`src/rtl/cmd_uart.sv`:
```
// Two-byte command receiver and single-byte response transmitter over 8N1 UART.
// RX assembles {first, second} into cmd; TX shifts out resp on request.
module cmd_uart #(
  parameter int BAUD_DIV = 434
) (
  input  logic        clk,
  input  logic        rst_n,
  input  logic        RX,
  output logic        TX,
  output logic [15:0] cmd,
  output logic        cmd_rdy,
  input  logic        clr_cmd_rdy,
  input  logic [7:0]  resp,
  input  logic        send_resp,
  output logic        resp_sent
);

  localparam int CW = $clog2(BAUD_DIV);
  localparam logic [CW-1:0] FULL_CNT = CW'(BAUD_DIV - 1);
  localparam logic [CW-1:0] HALF_CNT = CW'(BAUD_DIV / 2 - 1);

  localparam logic [1:0] RX_IDLE  = 2'd0;
  localparam logic [1:0] RX_START = 2'd1;
  localparam logic [1:0] RX_DATA  = 2'd2;
  localparam logic [1:0] RX_STOP  = 2'd3;

  localparam logic [0:0] TX_IDLE = 1'b0;
  localparam logic [0:0] TX_BUSY = 1'b1;

  // ---------------- receive path ----------------
  logic          rx_meta_q, rx_sync_q, rx_prev_q;
  logic [1:0]    rx_state_q, rx_state_d;
  logic [CW-1:0] rx_cnt_q, rx_cnt_d;
  logic [3:0]    rx_bit_q, rx_bit_d;
  logic [7:0]    rx_shift_q, rx_shift_d;
  logic [15:0]   cmd_q, cmd_d;
  logic          cmd_rdy_q, cmd_rdy_d;
  logic          ptr_hi_q, ptr_hi_d;
  logic          byte_ok;

  always_comb begin
    // NOTE: every signal gets a default first so no path can infer a latch.
    rx_state_d = rx_state_q;
    rx_cnt_d   = rx_cnt_q;
    rx_bit_d   = rx_bit_q;
    rx_shift_d = rx_shift_q;
    cmd_d      = cmd_q;
    cmd_rdy_d  = cmd_rdy_q;
    ptr_hi_d   = ptr_hi_q;
    byte_ok    = 1'b0;

    case (rx_state_q)
      RX_IDLE: begin
        if (rx_prev_q && !rx_sync_q) begin
          rx_state_d = RX_START;
          rx_cnt_d   = HALF_CNT;
        end
      end
      RX_START: begin
        if (rx_cnt_q == '0) begin
          // A line back high at mid-start-bit was only a glitch.
          rx_state_d = rx_sync_q ? RX_IDLE : RX_DATA;
          rx_cnt_d   = FULL_CNT;
          rx_bit_d   = 4'd0;
        end else begin
          rx_cnt_d = rx_cnt_q - CW'(1);
        end
      end
      RX_DATA: begin
        if (rx_cnt_q == '0) begin
          rx_shift_d = {rx_sync_q, rx_shift_q[7:1]};
          rx_cnt_d   = FULL_CNT;
          if (rx_bit_q == 4'd7) begin
            rx_state_d = RX_STOP;
            rx_bit_d   = 4'd0;
          end else begin
            rx_bit_d = rx_bit_q + 4'd1;
          end
        end else begin
          rx_cnt_d = rx_cnt_q - CW'(1);
        end
      end
      RX_STOP: begin
        if (rx_cnt_q == '0) begin
          rx_state_d = RX_IDLE;
          byte_ok    = rx_sync_q;
        end else begin
          rx_cnt_d = rx_cnt_q - CW'(1);
        end
      end
      default: rx_state_d = RX_IDLE;
    endcase

    // cmd is frozen while a finished command waits for its consumer.
    if (byte_ok && !cmd_rdy_q) begin
      if (ptr_hi_q) begin
        cmd_d[15:8] = rx_shift_q;
        ptr_hi_d    = 1'b0;
      end else begin
        cmd_d[7:0] = rx_shift_q;
        ptr_hi_d   = 1'b1;
        cmd_rdy_d  = 1'b1;
      end
    end
    if (clr_cmd_rdy) begin
      cmd_rdy_d = 1'b0;
      ptr_hi_d  = 1'b1;
    end
  end

  // NOTE: sequential state uses non-blocking assignments so every flop samples pre-edge values.
  always_ff @(posedge clk or negedge rst_n) begin
    if (!rst_n) begin
      rx_meta_q  <= 1'b1;
      rx_sync_q  <= 1'b1;
      rx_prev_q  <= 1'b1;
      rx_state_q <= RX_IDLE;
      rx_cnt_q   <= '0;
      rx_bit_q   <= 4'd0;
      rx_shift_q <= 8'h00;
      cmd_q      <= 16'h0000;
      cmd_rdy_q  <= 1'b0;
      ptr_hi_q   <= 1'b1;
    end else begin
      rx_meta_q  <= RX;
      rx_sync_q  <= rx_meta_q;
      rx_prev_q  <= rx_sync_q;
      rx_state_q <= rx_state_d;
      rx_cnt_q   <= rx_cnt_d;
      rx_bit_q   <= rx_bit_d;
      rx_shift_q <= rx_shift_d;
      cmd_q      <= cmd_d;
      cmd_rdy_q  <= cmd_rdy_d;
      ptr_hi_q   <= ptr_hi_d;
    end
  end

  assign cmd     = cmd_q;
  assign cmd_rdy = cmd_rdy_q;

  // ---------------- transmit path ----------------
  logic [0:0]    tx_state_q, tx_state_d;
  logic [CW-1:0] tx_cnt_q, tx_cnt_d;
  logic [3:0]    tx_bit_q, tx_bit_d;
  logic [8:0]    tx_shift_q, tx_shift_d;
  logic          tx_q, tx_d;
  logic          resp_sent_q, resp_sent_d;

  always_comb begin
    tx_state_d  = tx_state_q;
    tx_cnt_d    = tx_cnt_q;
    tx_bit_d    = tx_bit_q;
    tx_shift_d  = tx_shift_q;
    tx_d        = tx_q;
    resp_sent_d = 1'b0;

    case (tx_state_q)
      TX_IDLE: begin
        tx_d = 1'b1;
        if (send_resp) begin
          tx_state_d = TX_BUSY;
          tx_d       = 1'b0;
          tx_shift_d = {1'b1, resp};
          tx_cnt_d   = FULL_CNT;
          tx_bit_d   = 4'd0;
        end
      end
      TX_BUSY: begin
        // Registered so the pulse lands in the final clock of the stop bit.
        resp_sent_d = (tx_bit_q == 4'd9) && (tx_cnt_q == CW'(1));
        if (tx_cnt_q == '0) begin
          tx_cnt_d = FULL_CNT;
          if (tx_bit_q == 4'd9) begin
            tx_state_d = TX_IDLE;
            tx_d       = 1'b1;
          end else begin
            tx_d       = tx_shift_q[0];
            tx_shift_d = {1'b1, tx_shift_q[8:1]};
            tx_bit_d   = tx_bit_q + 4'd1;
          end
        end else begin
          tx_cnt_d = tx_cnt_q - CW'(1);
        end
      end
      default: tx_state_d = TX_IDLE;
    endcase
  end

  // NOTE: shift registers are reset too, so an aborted frame leaves nothing behind.
  always_ff @(posedge clk or negedge rst_n) begin
    if (!rst_n) begin
      tx_state_q  <= TX_IDLE;
      tx_cnt_q    <= '0;
      tx_bit_q    <= 4'd0;
      tx_shift_q  <= 9'h1FF;
      tx_q        <= 1'b1;
      resp_sent_q <= 1'b0;
    end else begin
      tx_state_q  <= tx_state_d;
      tx_cnt_q    <= tx_cnt_d;
      tx_bit_q    <= tx_bit_d;
      tx_shift_q  <= tx_shift_d;
      tx_q        <= tx_d;
      resp_sent_q <= resp_sent_d;
    end
  end

  assign TX        = tx_q;
  assign resp_sent = resp_sent_q;

endmodule
```
`config.mk`:
```
export PLATFORM = sky130hd
export DESIGN_NAME = cmd_uart
export DESIGN_NICKNAME = d
export VERILOG_FILES = /design/src/rtl/cmd_uart.sv
export SDC_FILE = /design/constraint.sdc
export NUM_CORES = 1
export LEC_CHECK = 0
export ABC_AREA = 0
export BUFFER_PORTS_ARGS = -buffer_cell sky130_fd_sc_hd__buf_4
export CAP_MARGIN = 20
export CORE_ASPECT_RATIO = 0.5
export CORE_UTILIZATION = 25
export DETAILED_ROUTE_END_ITERATION = 12
export GPL_TIMING_DRIVEN = 0
export REMOVE_ABC_BUFFERS = 1
export SLEW_MARGIN = 20
export SYNTH_ARGS = -nofsm -noshare
export SYNTH_HDL_FRONTEND = slang
export SYNTH_SLANG_ARGS = --single-unit
```
`constraint.sdc`:
```
create_clock -name clk -period 3 [get_ports clk]
set_input_delay 0.15 -clock clk [delete_from_list [all_inputs] [get_ports clk]]
set_output_delay 0.15 -clock clk [all_outputs]
set_load 0.01 [all_outputs]
```
# --- Word-level counts from Yosys, hierarchy flattened ---
# Cells that the tools add are included.
op_classes:
  addsub: 4
  n_eq_ne: 16
  muxes: 43
  bitwise_logic: 2
  n_reduce_logical: 19
op_table:
  columns: ["cell", "n"]
  rows:
  - ["two-way mux 9 bit", 8]
  - ["one-hot mux 9 bit (2 select lines)", 2]
  - ["one-hot mux 9 bit (3 select lines)", 1]
  - ["two-way mux 4 bit", 6]
  - ["logical NOT 9 bit", 2]
  - ["inequality test 2 bit, second input constant", 9]
  - ["subtractor 9 x 1 -> 9 bit, second input constant", 2]
  - ["one-hot mux 4 bit (2 select lines)", 2]
  - ["two-way mux 1 bit", 15]
  - ["two-way mux 2 bit", 6]
  - ["AND reduction 2 bit", 5]
  - ["equality test 9 x 1 -> 1 bit, second input constant", 1]
  - ["adder 4 x 1 -> 4 bit, second input constant", 2]
  - ["one-hot mux 2 bit (4 select lines)", 1]
  - ["AND reduction 3 bit", 2]
  - ["AND reduction 5 bit", 1]
  - ["equality test 2 bit, second input constant", 2]
  - ["equality test 4 x 3 -> 1 bit, second input constant", 1]
  - ["equality test 4 bit, second input constant", 1]
  - ["one-hot mux 1 bit (2 select lines)", 2]
  - ["nonzero test 2 bit", 2]
  - ["logical AND 1 bit", 3]
  - ["equality test 2 x 1 -> 1 bit, second input constant", 1]
  - ["logical NOT 1 bit", 2]
  - ["other kinds (4)", 5]
totals:
  regBits: 69
  inputBits: 13
  out_inout_bits: 19
  word_cells: 101

# --- Longest topological paths before layout ---
depth:
  word_depth: 6
  depth_mapped: 7

# --- Worst setup path before layout ---
# OpenSTA, ideal clock, no wires.
synth_timing:
  path_type: "reg2reg"
  from: "reg rx_cnt_q[0]"
  to: "reg cmd_q[0], in the netlist cmd[0]"
  setup_ns: 0.125
  arrival_time_ns: 2.150
  setup_slack_ns: 0.726
  path_stages_with_launch: 8
  path_cell_list: "dfrtp_1 > inv_1 > ha_1 > or4b_2 > nor2_1 > and3b_1 > buf_2 > mux2_2"
synth_between:
  elab_chain_len: 5
synth_rtl:
  columns: ["element", "line_no", "rtl"]
  rows:
  - ["start: declaration", "33", "logic [CW-1:0] rx_cnt_q, rx_cnt_d;"]
  - ["start signal: assignment", "129", "rx_cnt_q <= rx_cnt_d;"]
  - ["logical NOT 9 bit", "84", "if (rx_cnt_q == '0) begin"]
  - ["two-way mux 1 bit", "84", null]
  - ["two-way mux 1 bit", "52", "case (rx_state_q)"]
  - ["logical AND 1 bit", "95", "if (byte_ok && !cmd_rdy_q) begin"]
  - ["AND reduction 2 bit (no source line)", null, null]
  - ["end signal: assignment", "132", "cmd_q <= cmd_d;"]
  - ["end: declaration", "36", "logic [15:0] cmd_q, cmd_d;"]
# No other way between the ends.
# A chain may end at the register's enable or synchronous reset.

# --- Worst setup path after layout ---
layout_timing:
  from: "reg rx_cnt_q[0]"
  to: "reg cmd_q[6], in the netlist cmd[6]"
# The elaborated chain is that of the path after synthesis.

==> impl_metrics.tcl <==
set metrics [dict create \
    status "finished clean" \
    multiInputGateArea_um2 1570 \
    cts_max_level 3 \
    synth_most_common_cell "dfrtp_1" \
    cp.required_ps 3220 \
    cpPeakStageDelay_ps 650 \
    clock_sinks 68 \
    worstPathCellList "inv_1, ha_1, or4b_2, nor2_2, and3b_2, mux2_2" \
    maxCapViolCount 0 \
    start_kind "register" \
    skew_ps 4.43 \
    vias 2407 \
    synth.distinct_cells 63 \
    synth-edff-count 0 \
    core-area_um2 13000 \
    regArea_um2 1720 \
    postCtsSetupBuffers 0 \
    grt_setup_unrepaired "no" \
    wl_um 6510 \
    drt_iter0_drc 222 \
    power_leakage_nw 1.83 \
    antenna_found_initial 0 \
    netlist_top_cells_area "dfrtp_1, dfstp_2, mux2_2" \
    antennaDiodeCount 0 \
    fin_area_um2 4150 \
    grt.total_usage_pct 10.0 \
    min_path_type "in2reg" \
    synth.top_cells.by_count "dfrtp_1, mux2_2, o21ai_0, inv_1, nand2b_1" \
    cts_buffers 9 \
    dp.cells 487 \
    die_area_um2 14100 \
    die_w_um 167 \
    hold_viol 0 \
    post_drt_wl_per_cell_um 12.9 \
    synthCells 300 \
    fin_crit_ps 2820 \
    drive_gt1_share_pct 30.7 \
    peakVddDrop_mv 0.315 \
    utilization_pct 31.9 \
    critPathCaptureType "register" \
    crit_arrival_ps 3040 \
    first_pass_iters 6 \
    n_fill_cell 1323 \
    worstSetupPathType "reg2reg" \
    fin_crit_sh_pct 93.9 \
    grt_pass1_wl_um 11300 \
    crit_fanout 14 \
    synthArstFlopShare_pct 100 \
    hold_depth 2 \
    final_max_slew_viol_count 0 \
    final.setup.worst_slack_ps 182 \
    cellPowerDensity_nw_per_um2 886 \
    synth_area_um2 3410 \
    tightest_slew_ps 881 \
    yosys.area.top_type "dfrtp_1" \
    r2r_cells 6 \
    cts.clk_slew.worst_paths_ps 50 \
    final_cell_count_no_fill 505 \
    ioPinCount 32 \
    maxSlewHeadroom_pct 41.3 \
    port_buffers 31 \
    grt_pass1_vias 2372 \
    ys_seq_elements 68 \
    grt-ovfl-total 0 \
    dpl_cell_area_um2 3780 \
    dpl.hpwl_um 4340 \
    fmax_mhz 355 \
    post-place-ws_ps -133 \
    place_congestion 0.763 \
    drc_errors 0 \
    area_delta_synth_final_pct 21.6 \
    clk-insertion-delay-late_ps 330 \
    syn_avg_cell_area_um2 11.4 \
    total_power_mw 3.67 \
    cts_tree "built" \
    synth_warnings 0 \
    die_h_um 84.6 \
    clk_root_buffer_cell "clkbuf_16" \
    num_rows 29 \
    cpMaxStageDelayCell "or4b_2" \
    final_antenna_net_count 0 \
    grt_max_degree 69 \
    cts.path.max_buffers 2 \
    drt-vias-per-instance 4.77 \
    synth_top_cell_area_share_pct 40.4 \
    initial_core_util_pct 26.3 \
    setup_violations 0 \
    synth-main-ff-cell "dfrtp_1" \
    nets 354 \
    ys_seq_area_share_pct 50.4 \
]
## through the flow
| stage | hold slack [ps] | TNS, ps |
|---|---|---|
| final | 20.6 | 0 |
| after global placement | 270 | -2060 |
| after floorplan | -146 | 0 |
| after global routing | 20.5 | 0 |
| after CTS | 14.8 | 0 |
| after detailed placement | 273 | -1670 |
## per-layer routing
layer / part of all wire [%] / global-route usage [%] / up-vias / routed length (µm)
li1: - / - / 1179 / -
met1: 48 / 12.4 / 1178 / 3140
met2: 46 / 16.1 / 38 / 3020
met3: 3.0 / 2.59 / 12 / 198
met4: 2.2 / 5.59 / 0 / 146
met5: 0 / 0 / - / 0
## worst max-delay path, delay by kind of cell (launching register included)
family	cells	cell delay, ps
flops	1	400
fa+ha+maj	1	230
buf+inv	1	90
mux	1	370
simple gates	3	1620
## placed cells by master (no fill, tap or decap), types with 8 or more instances in the layout
master / count
dfrtp_1: 55
ha_1: 11
o21ai_0: 16
nor2_1: 11
inv_1: 15
nand2_1: 10
o31ai_1: 8
dfstp_2: 13
nand2b_1: 15
clkbuf_16: 9
a21oi_1: 10
buf_4: 31
mux2_2: 24
## kinds of logic (layout without fill, tap and decap cells)
kind of cell | Yosys count | after routing | share of synthesized area (%)
buf+inv | 29 | 64 | 3.74
compound gates | 76 | 76 | 17.1
flops | 68 | 68 | 50.4
simple gates | 85 | 85 | 15.0
fa+ha+maj | 11 | 11 | 4.04
mux | 26 | 26 | 8.51
xor+xnor | 5 | 5 | 1.28
## area by class of cell
| class | instances | share of cell area [%] |
|---|---|---|
| clock buffers | 11 | 5.61 |
| clock inverters | 5 | 2.41 |
| multi-input cells | 203 | 38.0 |
| repair buffers | 33 | 6.10 |
| well taps | 170 | 5.13 |
| flip-flops and latches | 68 | 41.4 |
| inverters | 15 | 1.36 |
## what timing repair did
| item | CTS | global route |
|---|---|---|
| pin swaps | 0 | 0 |
| hold endpoints to repair | 56 | 0 |
| hold buffers | 2 | 0 |
| setup endpoints to repair | 16 | 10 |
| gates resized for setup | 1 | 2 |
## final timing paths
path                       slack (ps)                 endpoint               startpoint
min in group asynchronous         450  tx_cnt_q[6]$_DFFE_PN0P_                    rst_n
setup / recovery                  180       cmd[6]$_DFFE_PN0P_  rx_cnt_q[0]$_DFFE_PN0P_
hold reg to reg                   360      rx_sync_q$_DFF_PN1_      rx_meta_q$_DFF_PN1_
hold / removal                     20     ptr_hi_q$_DFFE_PN1P_              clr_cmd_rdy
setup reg to reg                  180       cmd[6]$_DFFE_PN0P_  rx_cnt_q[0]$_DFFE_PN0P_
max in group asynchronous        1970      resp_sent$_DFF_PN0_                    rst_n
## power breakdown
part / internal (mW) / total [mW] / leakage [nW] / switching [mW]
logic: 0.486 / 1.04 / 0.813 / 0.558
registers: 1.19 / 1.44 / 0.858 / 0.253
clock network: 0.809 / 1.19 / 0.163 / 0.379
## flip-flops by register name, indices dropped and copies added (netlist names), named ones only
| signal | cells |
|---|---|
| cmd | 16 |
| rx_cnt_q | 9 |
| tx_cnt_q | 9 |
| rx_shift_q | 8 |
| tx_shift_q | 8 |
| rx_bit_q | 4 |
| tx_bit_q | 4 |
| TX | 1 |
| cmd_rdy | 1 |
| ptr_hi_q | 1 |
| resp_sent | 1 |
| rx_meta_q | 1 |
| rx_prev_q | 1 |
| rx_state_q | 1 |
| rx_sync_q | 1 |
| tx_state_q | 1 |
(Power assumes the default switching activity.)
